===== src/rtl/reg_bus_initiator.sv =====
// BAR1 one-hot register-bus master: queued read/write requests, single outstanding access, read responses.
// Optional READBACK_VERIFY_EN: every write is followed by a readback and a response flagging mismatches.
module reg_bus_initiator #(
    parameter int IDX_W        = 5,
    parameter int DATA_W       = 32,
    parameter int READ_LATENCY = 1,
    parameter int FIFO_DEPTH   = 4
) (
    input  logic                  clock,
    input  logic                  reset,
    input  logic                  req_valid,
    output logic                  req_ready,
    input  logic                  req_write,
    input  logic [IDX_W-1:0]      req_index,
    input  logic [DATA_W-1:0]     req_wdata,
    output logic                  rsp_valid,
    input  logic                  rsp_ready,
    output logic [IDX_W-1:0]      rsp_index,
    output logic [DATA_W-1:0]     rsp_rdata,
    output logic                  rsp_error,
    output logic [(2**IDX_W)-1:0] BAR1,
    output logic                  read_enable,
    output logic                  write_enable,
    output logic [DATA_W-1:0]     bus_write,
    input  logic [DATA_W-1:0]     bus_read,
    output logic                  busy
);

    localparam int BAR_W = 2**IDX_W;
    localparam int PTR_W = $clog2(FIFO_DEPTH);
    localparam int CNT_W = 3;

    typedef enum logic [2:0] {
        S_IDLE,
        S_WR,
        S_RD,
        S_WAIT,
        S_RESP
    } state_t;

    state_t state;

    logic              fifo_write [FIFO_DEPTH];
    logic [IDX_W-1:0]  fifo_index [FIFO_DEPTH];
    logic [DATA_W-1:0] fifo_data  [FIFO_DEPTH];
    logic [PTR_W-1:0]  wr_ptr;
    logic [PTR_W-1:0]  rd_ptr;
    logic [PTR_W:0]    count;
    logic [PTR_W:0]    count_next;
    logic              push;
    logic              pop;
    logic [BAR_W-1:0]  head_sel;

    logic [CNT_W-1:0]  wait_cnt;
    logic [IDX_W-1:0]  cur_index;
`ifdef READBACK_VERIFY_EN
    logic              cur_write;
    logic [DATA_W-1:0] cur_data;
`endif

    assign push     = req_valid && req_ready;
    assign pop      = (state == S_IDLE) && (count != '0);
    assign head_sel = BAR_W'(1) << fifo_index[rd_ptr];
    assign busy     = (count != '0) || (state != S_IDLE);

    always_comb begin
        count_next = count;
        if (push && !pop) begin
            count_next = count + 1'b1;
        end else if (!push && pop) begin
            count_next = count - 1'b1;
        end
    end

    // req_ready is a register, so a pop while full only reopens the FIFO next cycle.
    always_ff @(posedge clock) begin
        if (reset) begin
            wr_ptr    <= '0;
            rd_ptr    <= '0;
            count     <= '0;
            req_ready <= 1'b0;
        end else begin
            if (push) begin
                wr_ptr <= wr_ptr + 1'b1;
            end
            if (pop) begin
                rd_ptr <= rd_ptr + 1'b1;
            end
            count     <= count_next;
            req_ready <= (count_next != (PTR_W+1)'(FIFO_DEPTH));
        end
    end

    always_ff @(posedge clock) begin
        if (push) begin
            fifo_write[wr_ptr] <= req_write;
            fifo_index[wr_ptr] <= req_index;
            fifo_data[wr_ptr]  <= req_wdata;
        end
    end

    always_ff @(posedge clock) begin
        if (reset) begin
            state        <= S_IDLE;
            wait_cnt     <= '0;
            cur_index    <= '0;
            BAR1         <= '0;
            read_enable  <= 1'b0;
            write_enable <= 1'b0;
            bus_write    <= '0;
            rsp_valid    <= 1'b0;
            rsp_index    <= '0;
            rsp_rdata    <= '0;
`ifdef READBACK_VERIFY_EN
            cur_write    <= 1'b0;
            cur_data     <= '0;
            rsp_error    <= 1'b0;
`endif
        end else begin
            case (state)
                S_IDLE: begin
                    if (pop) begin
                        cur_index <= fifo_index[rd_ptr];
                        BAR1      <= head_sel;
`ifdef READBACK_VERIFY_EN
                        cur_write <= fifo_write[rd_ptr];
                        cur_data  <= fifo_data[rd_ptr];
`endif
                        if (fifo_write[rd_ptr]) begin
                            write_enable <= 1'b1;
                            bus_write    <= fifo_data[rd_ptr];
                            state        <= S_WR;
                        end else begin
                            read_enable <= 1'b1;
                            state       <= S_RD;
                        end
                    end
                end
                S_WR: begin
                    write_enable <= 1'b0;
`ifdef READBACK_VERIFY_EN
                    // BAR1 stays on the same index for the readback strobe.
                    read_enable  <= 1'b1;
                    state        <= S_RD;
`else
                    BAR1         <= '0;
                    state        <= S_IDLE;
`endif
                end
                S_RD: begin
                    read_enable <= 1'b0;
                    BAR1        <= '0;
                    wait_cnt    <= CNT_W'(READ_LATENCY);
                    state       <= S_WAIT;
                end
                S_WAIT: begin
                    wait_cnt <= wait_cnt - 1'b1;
                    if (wait_cnt == CNT_W'(1)) begin
                        rsp_rdata <= bus_read;
                        rsp_index <= cur_index;
                        rsp_valid <= 1'b1;
`ifdef READBACK_VERIFY_EN
                        rsp_error <= cur_write && (bus_read != cur_data);
`endif
                        state     <= S_RESP;
                    end
                end
                S_RESP: begin
                    if (rsp_ready) begin
                        rsp_valid <= 1'b0;
                        state     <= S_IDLE;
                    end
                end
                default: state <= S_IDLE;
            endcase
        end
    end

`ifndef READBACK_VERIFY_EN
    assign rsp_error = 1'b0;
`endif

endmodule


===== config.mk =====
export PLATFORM = sky130hd
export DESIGN_NAME = reg_bus_initiator
export DESIGN_NICKNAME = d
export VERILOG_FILES = /design/src/rtl/reg_bus_initiator.sv
export SDC_FILE = /design/constraint.sdc
export NUM_CORES = 1
export LEC_CHECK = 0
export CELL_PAD_IN_SITES_DETAIL_PLACEMENT = 0
export CELL_PAD_IN_SITES_GLOBAL_PLACEMENT = 1
export CORE_MARGIN = 10
export CORE_UTILIZATION = 46
export DETAILED_ROUTE_END_ITERATION = 7
export PLACE_DENSITY = 0.89
export RECOVER_POWER = 50
export SYNTH_ARGS = -nofsm -noshare
export SYNTH_HDL_FRONTEND = slang
export SYNTH_SLANG_ARGS = --single-unit

===== constraint.sdc =====
create_clock -name clock -period 5.95 [get_ports clock]
set_clock_uncertainty 0.1 [all_clocks]
set_input_delay 0.8925 -clock clock [delete_from_list [all_inputs] [get_ports clock]]
set_output_delay 0.8925 -clock clock [all_outputs]
set_load 0.05 [all_outputs]

==> results of run 1 <==
## sequential cells by signal, indices dropped and copies added, names as in the netlist, 4 cells and up, named ones only
name	cells
BAR1	32
bus_write	32
cur_index	5
fifo_data	128
fifo_index	20
fifo_write	4
rsp_index	5
rsp_rdata	32
## metrics by stage
step / hold slack [ns] / utilization (%) / worst slack, ns / instance area, µm² / total power (W)
floorplan: 0.331 / - / 3.59 / 10100 / 0.00348
global placement: 0.341 / 55.7 / 3.06 / 12100 / 0.00392
detailed placement: 0.342 / 55.7 / 3.04 / 12100 / 0.00394
CTS: 0.349 / 59.7 / 2.57 / 13000 / 0.00561
global route: 0.368 / 59.6 / 1.89 / 12900 / 0.00579
finish: 0.350 / 59.6 / 2.24 / 12900 / 0.00551
## worst min-delay path by stage
| stage | from | to | slack, ns | cells after the start |
|---|---|---|---|---|
| floorplan | cur_index[4] | rsp_index[4] | 0.33 | 2 |
| global placement | wait_cnt[1] | wait_cnt[1] | 0.34 | 2 |
| detailed placement | BAR1[30] | BAR1[30] | 0.34 | 2 |
| CTS | BAR1[30] | BAR1[30] | 0.35 | 2 |
| global route | bus_write[21] | bus_write[21] | 0.37 | 2 |
| finish | BAR1[30] | BAR1[30] | 0.35 | 2 |
## critical path, cell delays in order
cell and delay (ns):
buf_4 0.39, clkbuf_1 2.00, nor3_1 0.39, a22o_1 0.35
## routing by layer
| layer | vias to the layer above | GRT usage, % |
|---|---|---|
| li1 | 2988 | - |
| met1 | 3003 | 20.6 |
| met2 | 211 | 23.9 |
| met3 | 27 | 4.45 |
| met4 | 0 | 3.03 |
| met5 | - | 0 |
## area by class of cell
cell class,count,area (µm²),share of cell area (%)
Clock buffer,40,788,6.10
Multi-Input combinational cell,402,2760,21.4
Clock inverter,11,88.8,0.688
Timing Repair Buffer,186,1830,14.2
Sequential cell,277,7070,54.7
Tap cell,280,350,2.71
Inverter,8,30.0,0.232
## placed cells by master, fill, tap and decap left out, types with 2 or more instances in the layout
master,n
inv_1,8
dfxtp_1,123
xor2_1,2
dfxtp_2,2
clkbuf_16,29
buf_4,5
nor2b_1,4
nand3_1,5
clkbuf_4,3
nor3_1,3
or3_1,2
a211oi_1,3
a32o_1,4
mux2i_1,6
nand2_1,160
o21ai_0,6
mux4_2,37
nor2_1,31
edfxtp_1,152
and3_1,4
nand2b_1,3
clkinvlp_2,2
clkdlybuf4s50_1,139
dlygate4sd3_1,39
clkbuf_1,10
clkinvlp_4,4
ha_1,9
a22o_1,24
clkinv_2,3
a21oi_1,76
xnor2_1,4
## cell families (layout without fill, tap and decap cells)
group,Yosys count,after routing,synth area share [%]
buffers and inverters,49,245,2.28
xor gates and xnor gates,6,6,0.521
DFF,277,277,70.1
AOI/OAI and AO/OA,119,119,7.20
other,1,1,0.0372
and+or+nand+nor,222,222,9.49
muxes,44,44,9.13
adders and majority gates,10,10,1.22
## power by group
group	internal [W]	switching, W	leakage, nW	total, W
registers	0.00223	0.000145	2.39	0.00238
logic	0.000556	0.000920	1.47	0.00148
clock network	0.000963	0.000695	0.415	0.00166
total	0.00375	0.00176	4.28	0.00551
==> results.cfg, run 1 <==
[worst_setup_path]
crit_fanout = 61
timing.rr.end = bus_write[0]
arrival_ns = 4.03
cp.required_ns = 6.27
path_class = in2reg
startpoint = reset
endpoint_kind = flip-flop
critPathCapture = BAR1[17]
cp-start-kind = input pin
reg2reg_from = count[0]
ff2ff_path_depth = 8
rrSetupSlack_ns = 2.95

[clock_network]
cts_resized = 0
cts.clk_slew.worst_paths_ns = 0.06
worstSkewPairLatency_ns = 0.54
cts_sinks = 277
cts_tree = yes
htree_levels = 1
cts_buffers = 28
hold_buffers = 0
cts_buffer_depth = 3
root_buffer = clkbuf_16
cts_setup_buffers = 0

[sta]
finalMaxSlewViolations = 217
slew_headroom_pct = -84.1
final.min_clock_period_ns = 3.71
tns_ns = 0
worst_pin_slew_ns = 2.76
rsz0062_at_grt = false
final-hold-violation-count = 0
setup-violations-final = 0
post-route-period-util_pct = 62.3
fmax_ghz = 0.270

[grt]
grt_start_max_net_pins = 62
grt_remaining_overflow = 0
grt_pass1_wl_mm = 35.4
antenna_found_initial = 0
track_usage_pct = 15.2
grt_pass1_vias = 6231

[floorplanning]
die_x_um = 168
coreArea_um2 = 21700
std_cell_rows = 54
io_pins = 181
dieArea_um2 = 28200
initial_core_util_pct = 46.5
die_h_um = 168

[place]
port_buffers = 179
place_inst = 1153
dpl.hpwl_mm = 14.6
place.gp.congestion = 0.753

[outcome]
violations = max-capacitance violations, max-slew violations
status = finished, violations left

[layout]
fin_cells = 1204
syn_to_final_growth_pct = 28.2
diodes = 0
fillers = 1733
nNetsFinal = 986
drive_gt1_share_pct = 10.3

[synth]
ys_warn_count = 0
postSynthAreaPerCell_um2 = 13.8
syn_inst = 728
synth_area_leaders = edfxtp_1 (45%), dfxtp_1 (25%), mux4_2 (8.3%), nand2_1 (6.0%), a21oi_1 (3.8%)
netlist.area_leader.share_pct = 45.3
syn_nets = 811
yosysSeqAreaShare_pct = 70.1
ys_top_cells_by_count = nand2_1 (160), edfxtp_1 (152), dfxtp_1 (125), a21oi_1 (77), mux4_2 (37)
ys.flop_type = edfxtp_1
synth_area_leader_cell = edfxtp_1
yosysMostFrequentCell = nand2_1
synth-edff-count = 152
ys_seq_elements = 277
postSynth.asyncResetShare_pct = 0
netlist_area_um2 = 10100
ys_types = 41

[route]
drt-met1-wl_mm = 9.80
num_vias = 6229
ant_nets = 0
drt-wirelength-per-cell_um = 18.5
vias_per_cell = 5.17
wl_met2_mm = 10.3
top_layer = met4
detailedRoute.firstIterationViolations = 444
routed_wl_mm = 22.3
drc_errors = 0
firstDrtPassIters = 5
wl_met3_mm = 1.85

[power_and_ir_drop]
leakagePower_nw = 4.28
ir_drop_mv = 0.316
powerDensity_nw_per_um2 = 426

[run]
cap_violations = 5

[hold_path]
holdCritPathClass = reg2reg
(Power assumes the default switching activity.)
==> run 2, diff against run 1 <==
--- a/config.mk
+++ b/config.mk
@@ -8,9 +8,9 @@
 export CELL_PAD_IN_SITES_DETAIL_PLACEMENT = 0
 export CELL_PAD_IN_SITES_GLOBAL_PLACEMENT = 1
 export CORE_MARGIN = 10
-export CORE_UTILIZATION = 46
+export CORE_UTILIZATION = 42
 export DETAILED_ROUTE_END_ITERATION = 7
-export PLACE_DENSITY = 0.89
+export PLACE_DENSITY = 0.82
 export RECOVER_POWER = 50
 export SYNTH_ARGS = -nofsm -noshare
 export SYNTH_HDL_FRONTEND = slang
==> constraint.sdc (replaced) <==
create_clock -name clock -period 3.7 [get_ports clock]
set_clock_uncertainty 0.1 [all_clocks]
set_input_delay 0.555 -clock clock [delete_from_list [all_inputs] [get_ports clock]]
set_output_delay 0.555 -clock clock [all_outputs]
set_load 0.05 [all_outputs]
==> run 2 against run 1 <==
Net effect:
- highest routed layer unchanged
- global-route usage fell by 0.52 points
- sequential power rose by 61%
- the run still ends with max-capacitance violations, max-slew violations left
- register-to-register slack worse by 2.0 ns
- critical path depth shrank 1
- routed wire length increased by 5.8%
- count of clock-buffer cells in the layout up 3
- utilization fell by 4.0 points
- via count rose by 1.9%
==> results.cfg, run 2 (synthesis gave the netlist of run 1 again) <==
[layout]
post-route-util_pct = 55.5
fillers = 1931
largest_reg_flops = 128
layout_commonest_cell = nand2_1
final_cell_mix = nand2_1 (160), edfxtp_1 (152), clkdlybuf4s50_1 (139)
seq_area_um2 = 7070
nNetsFinal = 992
top_register = fifo_data
syn_to_final_growth_pct = 29.7
drive_gt1_share_pct = 10.8
diodes = 0
fin_cells = 1250
multi_input_area_um2 = 2790

[grt]
track_usage_pct = 14.7
grt_start_max_net_pins = 60
grt_pass1_wl_mm = 36.4
grt_remaining_overflow = 0
antenna_found_initial = 2
grt_pass1_vias = 6376

[place]
place_inst = 1197
place.gp.congestion = 0.730
port_buffers = 179
dpl.hpwl_mm = 15.4

[sta]
final.min_clock_period_ns = 3.14
worst_pin_slew_ns = 2.10
rsz0062_at_grt = false
finalMaxSlewViolations = 81
post-route-period-util_pct = 84.9
slew_headroom_pct = -39.7
tns_ns = 0
final-hold-violation-count = 0
hold_ws_ns = 0.347
setup-violations-final = 0
fmax_ghz = 0.318

[worst_setup_path]
ff2ff_path_depth = 6
endpoint_kind = flip-flop
crit_fanout = 59
cp.required_ns = 3.91
cp-start-kind = input pin
path_class = in2reg
reg2reg_from = state[0]
startpoint = reset
rrSetupSlack_ns = 0.92
timing.rr.end = rsp_rdata[13]
arrival_ns = 3.35

[route]
firstDrtPassIters = 5
detailedRoute.firstIterationViolations = 386
drc_errors = 0
routed_wl_mm = 23.6
vias_per_cell = 5.08
ant_nets = 0
num_vias = 6347
drt-wirelength-per-cell_um = 18.9

[floorplanning]
initial_core_util_pct = 42.8
std_cell_rows = 56
io_pins = 181
dieArea_um2 = 30600
die_x_um = 175
die_h_um = 175
coreArea_um2 = 23500

[power_and_ir_drop]
p_int_w = 0.00618
power_w = 0.00909
p_seq_share_pct = 42.2
ir_drop_mv = 0.421
powerDensity_nw_per_um2 = 696
leakagePower_nw = 4.35
pwr-share-comb_pct = 27.1
swShare_pct = 32.1
p_clk_share_pct = 30.7
power_switching_w = 0.00292

[clock_network]
cts_resized = 0
worstSkewPairLatency_ns = 0.53
hold_buffers = 0
cts_buffer_depth = 3
cts_tree = yes
cts_setup_buffers = 0
cts_buffers = 29
htree_levels = 1
root_buffer = clkbuf_16
cts_sinks = 277
cts.clk_slew.worst_paths_ns = 0.06

[hold_path]
hp-start = BAR1[20]
hold_end = BAR1[20]
holdCritPathClass = reg2reg
min_delay_path_depth = 2

[outcome]
violations = max-capacitance violations, max-slew violations
status = finished, violations left

[run]
cap_violations = 2
run 2: stage by stage:
stage | setup slack, ns | instance area [µm²]
floorplan | 1.43 | 10100
global placement | 1.13 | 12200
detailed placement | 1.10 | 12200
CTS | 0.684 | 13100
global route | 0.359 | 13100
finish | 0.559 | 13100
run 2: routing by layer:
metal	track usage (%)	vias to the layer above	routed length (µm)	share of wire, %
met1	19.7	3092	10600	45
met2	23.0	228	10700	45
met3	4.16	33	1820	7.7
met4	3.89	0	395	1.7
met5	0	-	0	0
li1	-	2994	-	-
run 2: worst max-delay path, cell delays in order:
cell and delay, ns:
clkbuf_2 0.99, clkbuf_1 1.58, nor2_1 0.21
run 2: area by class of cell:
cell class	instances	area share, %
tap	319	3.05
sequential	277	54.1
clock inverter	10	0.756
timing repair buffer	191	14.3
multi-input combinational	402	21.3
inverter	8	0.230
clock buffer	43	6.27
run 2: power groups by stage:
| stage | clock (W) | combinational, W | sequential (W) |
|---|---|---|---|
| after detailed placement | 0 | 0.00249 | 0.00389 |
| final | 0.00280 | 0.00246 | 0.00383 |
| after CTS | 0.00285 | 0.00251 | 0.00384 |
| after global placement | 0 | 0.00248 | 0.00389 |
| after floorplan | 0 | 0.00131 | 0.00428 |
| after global routing | 0.00298 | 0.00266 | 0.00388 |
run 2: worst max-delay path by stage:
stage	to	cells after the start	slack, ns
after detailed placement	fifo_data[3][2]	2	1.10
after floorplan	fifo_data[3][0]	1	1.43
after CTS	busy	5	0.68
after global placement	fifo_data[0][30]	2	1.13
after global routing	rd_ptr[1]	3	0.36
final	rd_ptr[1]	3	0.56
